===== src/rtl/code_lock_pkg.sv =====
// code_lock_pkg
// Shared definitions for the code_match_lock slice.
//   - state encoding for the lock FSM (IDLE, ENTRY, OPEN, LOCKOUT)
//   - clog2 helper and a counter-width helper used to size the
//     digit counter, failure counter, timers and key pointer
package code_lock_pkg;

  // Lock FSM state encoding, kept as plain constants so older blocks that
  // compare raw state bits keep working.
  localparam int         STATE_W    = 2;
  localparam logic [1:0] ST_IDLE    = 2'd0;
  localparam logic [1:0] ST_ENTRY   = 2'd1;
  localparam logic [1:0] ST_OPEN    = 2'd2;
  localparam logic [1:0] ST_LOCKOUT = 2'd3;

  // Ceiling log2; clog2(1) == 0.
  function automatic int clog2(input int n);
    int r;
    int v;
    r = 0;
    v = 1;
    while (v < n) begin
      v = v << 1;
      r = r + 1;
    end
    return r;
  endfunction

  // Bits needed for a counter that holds 0..n inclusive (never below 1).
  function automatic int cnt_width(input int n);
    return (clog2(n + 1) < 1) ? 1 : clog2(n + 1);
  endfunction

  // Bits needed to index n entries (never below 1).
  function automatic int idx_width(input int n);
    return (clog2(n) < 1) ? 1 : clog2(n);
  endfunction

endpackage


===== src/rtl/code_key_store.sv =====
// code_key_store
// DEPTH x WIDTH register file holding the unlock key.
// Ports:
//   clk, rst  - clock and synchronous active-high reset (clears all digits)
//   we        - write enable
//   wptr      - digit index to write
//   wdata     - digit value to write
//   rptr      - digit index to read (combinational)
//   rdata     - digit at rptr, zero when rptr is out of range
module code_key_store
  import code_lock_pkg::*;
#(
  parameter int WIDTH = 2,
  parameter int DEPTH = 4,
  parameter int PW    = 2,
  parameter int RW    = 3
) (
  input  logic             clk,
  input  logic             rst,
  input  logic             we,
  input  logic [PW-1:0]    wptr,
  input  logic [WIDTH-1:0] wdata,
  input  logic [RW-1:0]    rptr,
  output logic [WIDTH-1:0] rdata
);

  logic [WIDTH-1:0] mem [DEPTH];

  // Decoded write so pointer width never has to match the array range.
  always_ff @(posedge clk) begin
    if (rst) begin
      for (int i = 0; i < DEPTH; i++) begin
        mem[i] <= '0;
      end
    end else begin
      for (int i = 0; i < DEPTH; i++) begin
        if (we && (wptr == PW'(i))) begin
          mem[i] <= wdata;
        end
      end
    end
  end

  // Read mux; the digit counter can reach DEPTH, which reads as zero.
  always_comb begin
    rdata = '0;
    for (int i = 0; i < DEPTH; i++) begin
      if (rptr == RW'(i)) begin
        rdata = mem[i];
      end
    end
  end

endmodule


===== src/rtl/code_match_lock.sv =====
// code_match_lock
// Compares a stream of entered digits against a stored DEPTH-digit key and
// opens only after the whole sequence matches. Counts consecutive failures,
// enforces a timed lockout, times out stalled entries and allows the key to
// be reprogrammed while open.
// Ports:
//   clk, rst    - clock and synchronous active-high reset
//   code_valid  - a digit is presented on code_in this cycle
//   code_in     - entered digit
//   relock      - leave OPEN and return to IDLE
//   key_load    - write key_in into the key store (OPEN only)
//   key_in      - key digit to store
//   unlocked    - high while OPEN
//   locked_out  - high while in LOCKOUT
//   fail        - one-cycle pulse per failed attempt
//   digit_cnt   - digits accepted in the current attempt
//   fail_cnt    - consecutive failed attempts
module code_match_lock
  import code_lock_pkg::*;
#(
  parameter int WIDTH          = 2,
  parameter int DEPTH          = 4,
  parameter int MAX_FAIL       = 3,
  parameter int LOCKOUT_CYCLES = 16,
  parameter int ENTRY_TIMEOUT  = 32
) (
  input  logic                           clk,
  input  logic                           rst,
  input  logic                           code_valid,
  input  logic [WIDTH-1:0]               code_in,
  input  logic                           relock,
  input  logic                           key_load,
  input  logic [WIDTH-1:0]               key_in,
  output logic                           unlocked,
  output logic                           locked_out,
  output logic                           fail,
  output logic [cnt_width(DEPTH)-1:0]    digit_cnt,
  output logic [cnt_width(MAX_FAIL)-1:0] fail_cnt
);

  localparam int DCW = cnt_width(DEPTH);
  localparam int FCW = cnt_width(MAX_FAIL);
  localparam int TMW = cnt_width((ENTRY_TIMEOUT > LOCKOUT_CYCLES) ?
                                 ENTRY_TIMEOUT : LOCKOUT_CYCLES);
  localparam int PW  = idx_width(DEPTH);

  logic [STATE_W-1:0] state_q, state_d;
  logic [DCW-1:0]     dcnt_d;
  logic [FCW-1:0]     fcnt_d;
  logic [TMW-1:0]     tmr_q, tmr_d;
  logic [PW-1:0]      ptr_q, ptr_d;
  logic               mism_q, mism_d;
  logic               new_mism;
  logic               resolve;
  logic               fail_d;
  logic               key_we;
  logic [WIDTH-1:0]   key_rd;

  code_key_store #(
    .WIDTH (WIDTH),
    .DEPTH (DEPTH),
    .PW    (PW),
    .RW    (DCW)
  ) u_key_store (
    .clk   (clk),
    .rst   (rst),
    .we    (key_we),
    .wptr  (ptr_q),
    .wdata (key_in),
    .rptr  (digit_cnt),
    .rdata (key_rd)
  );

  // Next-state logic. The mismatch flag accumulates silently so the
  // position of a wrong digit is never revealed; the verdict is taken only
  // on the edge that samples digit DEPTH. One timer serves both the entry
  // timeout and the lockout since the two states never overlap.
  always_comb begin
    state_d  = state_q;
    dcnt_d   = digit_cnt;
    fcnt_d   = fail_cnt;
    mism_d   = mism_q;
    tmr_d    = tmr_q;
    ptr_d    = ptr_q;
    fail_d   = 1'b0;
    key_we   = 1'b0;
    resolve  = 1'b0;
    new_mism = 1'b0;

    case (state_q)
      ST_IDLE: begin
        tmr_d = '0;
        if (code_valid) begin
          new_mism = (code_in != key_rd);
          if (DEPTH == 1) begin
            resolve = 1'b1;
          end else begin
            state_d = ST_ENTRY;
            dcnt_d  = DCW'(1);
            mism_d  = new_mism;
          end
        end
      end

      ST_ENTRY: begin
        if (code_valid) begin
          new_mism = mism_q | (code_in != key_rd);
          tmr_d    = '0;
          if (digit_cnt == DCW'(DEPTH - 1)) begin
            resolve = 1'b1;
          end else begin
            dcnt_d = digit_cnt + DCW'(1);
            mism_d = new_mism;
          end
        end else if (tmr_q == TMW'(ENTRY_TIMEOUT - 1)) begin
          // Abandoned entry: silently discard, not counted as a failure.
          state_d = ST_IDLE;
          dcnt_d  = '0;
          mism_d  = 1'b0;
          tmr_d   = '0;
        end else begin
          tmr_d = tmr_q + TMW'(1);
        end
      end

      ST_OPEN: begin
        if (key_load) begin
          key_we = 1'b1;
          ptr_d  = (ptr_q == PW'(DEPTH - 1)) ? '0 : ptr_q + PW'(1);
        end
        if (relock) begin
          state_d = ST_IDLE;
        end
      end

      ST_LOCKOUT: begin
        if (tmr_q == TMW'(LOCKOUT_CYCLES - 1)) begin
          state_d = ST_IDLE;
          fcnt_d  = '0;
          tmr_d   = '0;
        end else begin
          tmr_d = tmr_q + TMW'(1);
        end
      end

      default: begin
        state_d = ST_IDLE;
      end
    endcase

    // Verdict on the final digit of an attempt.
    if (resolve) begin
      dcnt_d = '0;
      mism_d = 1'b0;
      tmr_d  = '0;
      if (!new_mism) begin
        state_d = ST_OPEN;
        fcnt_d  = '0;
        ptr_d   = '0;
      end else begin
        fail_d = 1'b1;
        fcnt_d = fail_cnt + FCW'(1);
        if (fail_cnt == FCW'(MAX_FAIL - 1)) begin
          state_d = ST_LOCKOUT;
        end else begin
          state_d = ST_IDLE;
        end
      end
    end
  end

  // State and output registers; status outputs are decoded from the next
  // state so they line up with the state they describe.
  always_ff @(posedge clk) begin
    if (rst) begin
      state_q    <= ST_IDLE;
      digit_cnt  <= '0;
      fail_cnt   <= '0;
      mism_q     <= 1'b0;
      tmr_q      <= '0;
      ptr_q      <= '0;
      unlocked   <= 1'b0;
      locked_out <= 1'b0;
      fail       <= 1'b0;
    end else begin
      state_q    <= state_d;
      digit_cnt  <= dcnt_d;
      fail_cnt   <= fcnt_d;
      mism_q     <= mism_d;
      tmr_q      <= tmr_d;
      ptr_q      <= ptr_d;
      unlocked   <= (state_d == ST_OPEN);
      locked_out <= (state_d == ST_LOCKOUT);
      fail       <= fail_d;
    end
  end

endmodule


===== config.mk =====
export PLATFORM = sky130hd
export DESIGN_NAME = code_match_lock
export DESIGN_NICKNAME = d
export VERILOG_FILES = /design/src/rtl/code_lock_pkg.sv /design/src/rtl/code_key_store.sv /design/src/rtl/code_match_lock.sv
export SDC_FILE = /design/constraint.sdc
export NUM_CORES = 1
export LEC_CHECK = 0
export BUFFER_PORTS_ARGS = -buffer_cell sky130_fd_sc_hd__buf_4
export CAP_MARGIN = 20
export CELL_PAD_IN_SITES_DETAIL_PLACEMENT = 0
export CELL_PAD_IN_SITES_GLOBAL_PLACEMENT = 1
export CORE_MARGIN = 5
export CORE_UTILIZATION = 47
export DETAILED_ROUTE_END_ITERATION = 10
export HOLD_SLACK_MARGIN = 0.08
export PLACE_DENSITY_LB_ADDON = 0.12
export REMOVE_ABC_BUFFERS = 1
export SLEW_MARGIN = 10
export SYNTH_ARGS = -nofsm -noshare
export SYNTH_HDL_FRONTEND = slang
export SYNTH_SLANG_ARGS = --single-unit

===== constraint.sdc =====
create_clock -name clk -period 3.8 [get_ports clk]
set_input_delay 0.38 -clock clk [delete_from_list [all_inputs] [get_ports clk]]
set_output_delay 0.38 -clock clk [all_outputs]
set_load 0.02 [all_outputs]

==> impl_results.md <==
- # rows: 21
- WHS Path Cells: 2
- CP bufs+invs: 0
- Tcrit/Tclk final: 52.81%
- Max-slew violation count: 0
- CP Launch Type: flop
- CTS Root Cell: clkbuf_4
- RR Endpoint: fail_cnt[1]$_SDFFE_PP0P_
- Commonest cells in the netlist: 19 x dfxtp_1, 19 x nand2_1, 16 x o21ai_0
- Buffers on Ports: 16
- Chip width: 68.42 microns
- Power density cells: ~280 nW/um^2
- Clock power frac: 26.1%
- Initial core utilization: between 40% and 50%
- Worst Path Max Fanout: 7
- Top FF cell, synth: dfxtp_1
- Seq/Total Area, Yosys: 38.69%
- Post-cts sizing count: 0
- Hold Path Class: input port to flop
- Final worst slack: 1.793 ns
- Synth top area cells: dfxtp_1 24%, edfxtp_1 15%, ha_1 8.6%, o21ai_0 5.0%, nand2_1 4.4%
- Post-synthesis cell area: 1604 sq um
- RSZ-0062 raised after global routing: false
- CTS Hold Buffers Added: 0
- R2r setup slk: 1.79 ns
- RePlAce Congestion: 0.8162
- Min Tclk post-route: 2.007 ns
- DRT Wirelength: 3441 microns
- Layout Nets: roughly 220
- Critical path endpoint category: flop
- Sw frac: between 20% and 30%
- Hpwl dp: 2691 microns
- CTS sink count: 27
- Netlist cell types: 41
- HP Start: rst
- # diodes: 0
- F_max: about 500 MHz
- Total Routing Usage GR: 16.60%
- Post-place setup slack: 1.805 ns
- Final Hold Violating Endpoints: 0
- H-tree depth reported by CTS: 1
- Worst r2r src: digit_cnt[0]$_SDFFE_PP0P_
- Cell Chain, Critical Path: ha_1, ha_1, nand3_1, o2111a_1, o41ai_1, o21ai_0
- Iteration-0 DRC Markers: 80
- Max-cap violations: 0
- Slowest stage delay, CP: ~0.5 ns
- Total grt overflow: 0
- Largest net degree at the start of global routing: 18
- DRC Markers: 0
- Final setup fails: 0
- Tightest Pin Transition: 0.5217 ns
- Design Area, Final: 1769 sq um
- Routed length per instance: 13.99 microns
- Synth top area share: 23.71%
- Sequential share of power: 62.8%
- Vias in the first global route: between 1000 and 1500
- Lkg Pwr: 0.7010 nW
- First-pass GRT wire length: 5947 microns
- Skew-Pair Late Insertion Delay: ~0.33 ns
- First-pass DRT Iterations: 5
- Area of the core: ~3300 sq um
- CTS tree: yes
- Share of cells above drive strength 1: 11.00%
- DR vias: about 1400
- R2R cell count: 6
- Cell taking the most area after synthesis: dfxtp_1
- Mapped Cells: 188
- Die area: approximately 4700 sq um
- Number of synthesized flops with an enable pin: 8
- Largest buffer count on any clock path: 2
- Worst IR drop on VDD: 164.4 uV
- Die H: ~68 microns
- CP most frequent cell: ha_1
- Total CTS buffers: 3
- Area Overhead vs Synth: 10.30%
- Internal: 0.3653 mW
- Critical path required time: 4.02 ns
- Post-CTS setup buffers: 0
- Clock-pin slew on the worst setup and hold paths: 0.15 ns
- Combinational power share: 11.1%
- TNS Setup: 0 ns
- Outcome: finished, final reports clean
- Kind of critical path: flop to flop
- Clock Skews: 0.001211 ns
- ANT nets after route: 0
- Synth warn: 0
- Placed Area: about 1700 sq um
- Io pins: 17
- Flops & latches, synth: 27
- Ys async rst share: 0%
- Top delay family on crit path: compound AO/OA/AOI/OAI gates
- Hold EP: state_q[1]$_SDFF_PP0_
- Critical path's slowest cell: o41ai_1
- Initial antenna violation count: 0
- Sw Pwr: roughly 0.13 mW
- Syn Area/Cell: 8.532 sq um
- Vias/cell: 5.520
- Slew Limit Headroom: 65.17%
- Critical Path AT: 2.23 ns
power by group through the flow:
stage / Combinational (mW) / Sequential, mW / Clock [mW]
floorplan: 0.0322 / 0.315 / 0
global placement: 0.0538 / 0.315 / 0
detailed placement: 0.0541 / 0.316 / 0
CTS: 0.0546 / 0.309 / 0.134
global route: 0.0614 / 0.311 / 0.141
finish: 0.0545 / 0.309 / 0.129
layout by cell type (no fill, tap or decap), drive strengths merged, types with 2 or more instances in the layout:
cell type and count:
nand3 6, nor3 5, and2 11, nor2b 5, o31ai 5, a21oi 12
buf 16, ha 11, nand2 19, xnor2 3, inv 13, nor3b 2
o21ai 16, o211ai 2, xor2 2, edfxtp 8, a21o 5, and3 2
nand4 2, nand4b 2, dfxtp 19, nor2 12, nand3b 3, clkbuf 3
through the flow:
stage                     std cells  total power, mW  hold slack, ns  util (%)
after floorplan                 180           0.3472          0.4491         -
after global placement          242           0.3693          0.4668     52.61
after detailed placement        242           0.3699          0.4867     52.61
after CTS                       246           0.4978          0.3145     53.44
after global routing            246           0.5128          0.3207     53.44
final                           246           0.4928          0.3266     53.44
registers in the layout, summed over array words and instances (netlist names):
name and count:
state_q 2, tmr_q 6, u_key_store.mem 8, fail_cnt 2, mism_q 1, fail 1, ptr_q 2, unlocked 1
locked_out 1, digit_cnt 3
cells by family (layout without fill, tap and decap cells):
logic type               count (synthesis)  in the layout  synth area share (%)
XOR/XNOR                                 5              5                 2.731
AND/OR/NAND/NOR                         73             73                 24.02
buffers and inverters                   21             33                 5.538
adder cells (fa/ha/maj)                 11             11                 8.580
multiplexers                             1              1                0.6240
flip-flops                              27             27                 38.69
AO/OA/AOI/OAI                           50             50                 19.81
final cells by class:
cell class | instances | area, sq um
fill | 337 | 1541
inverter | 13 | 48.80
tap | 46 | 57.56
sequential | 27 | 620.6
timing repair buffer | 16 | 120.1
multi-input combinational | 140 | 894.6
clock buffer | 3 | 22.52
clock inverter | 1 | 5.005
worst max-delay path by stage:
stage / startpoint / end / slack (ns) / depth (start not counted)
CTS: digit_cnt[0]$_SDFFE_PP0P_ / fail_cnt[1]$_SDFFE_PP0P_ / 1.76 / 6
global placement: digit_cnt[0]$_SDFFE_PP0P_ / fail_cnt[1]$_SDFFE_PP0P_ / 1.92 / 7
floorplan: digit_cnt[1]$_SDFFE_PP0P_ / fail_cnt[0]$_SDFFE_PP0P_ / 1.95 / 7
global route: digit_cnt[0]$_SDFFE_PP0P_ / fail_cnt[1]$_SDFFE_PP0P_ / 1.56 / 6
finish: digit_cnt[0]$_SDFFE_PP0P_ / fail_cnt[1]$_SDFFE_PP0P_ / 1.79 / 6
detailed placement: digit_cnt[0]$_SDFFE_PP0P_ / fail_cnt[1]$_SDFFE_PP0P_ / 1.80 / 6
per-layer routing:
metal / up-vias / GRT usage [%] / share of wire, %
met1: 638 / 21.70 / 45
met4: 0 / 3.722 / 0.61
met5: - / 0 / 0
met3: 2 / 3.120 / 5.8
met2: 28 / 28.13 / 49
li1: 690 / - / -
worst register-to-register path, delay by kind of cell (launching register included):
family	cells	cell delay (ns)
simple gates	1	0.15
fa+ha+maj	2	0.46
flops	1	0.45
compound gates	3	0.84
(Power assumes the default switching activity.)
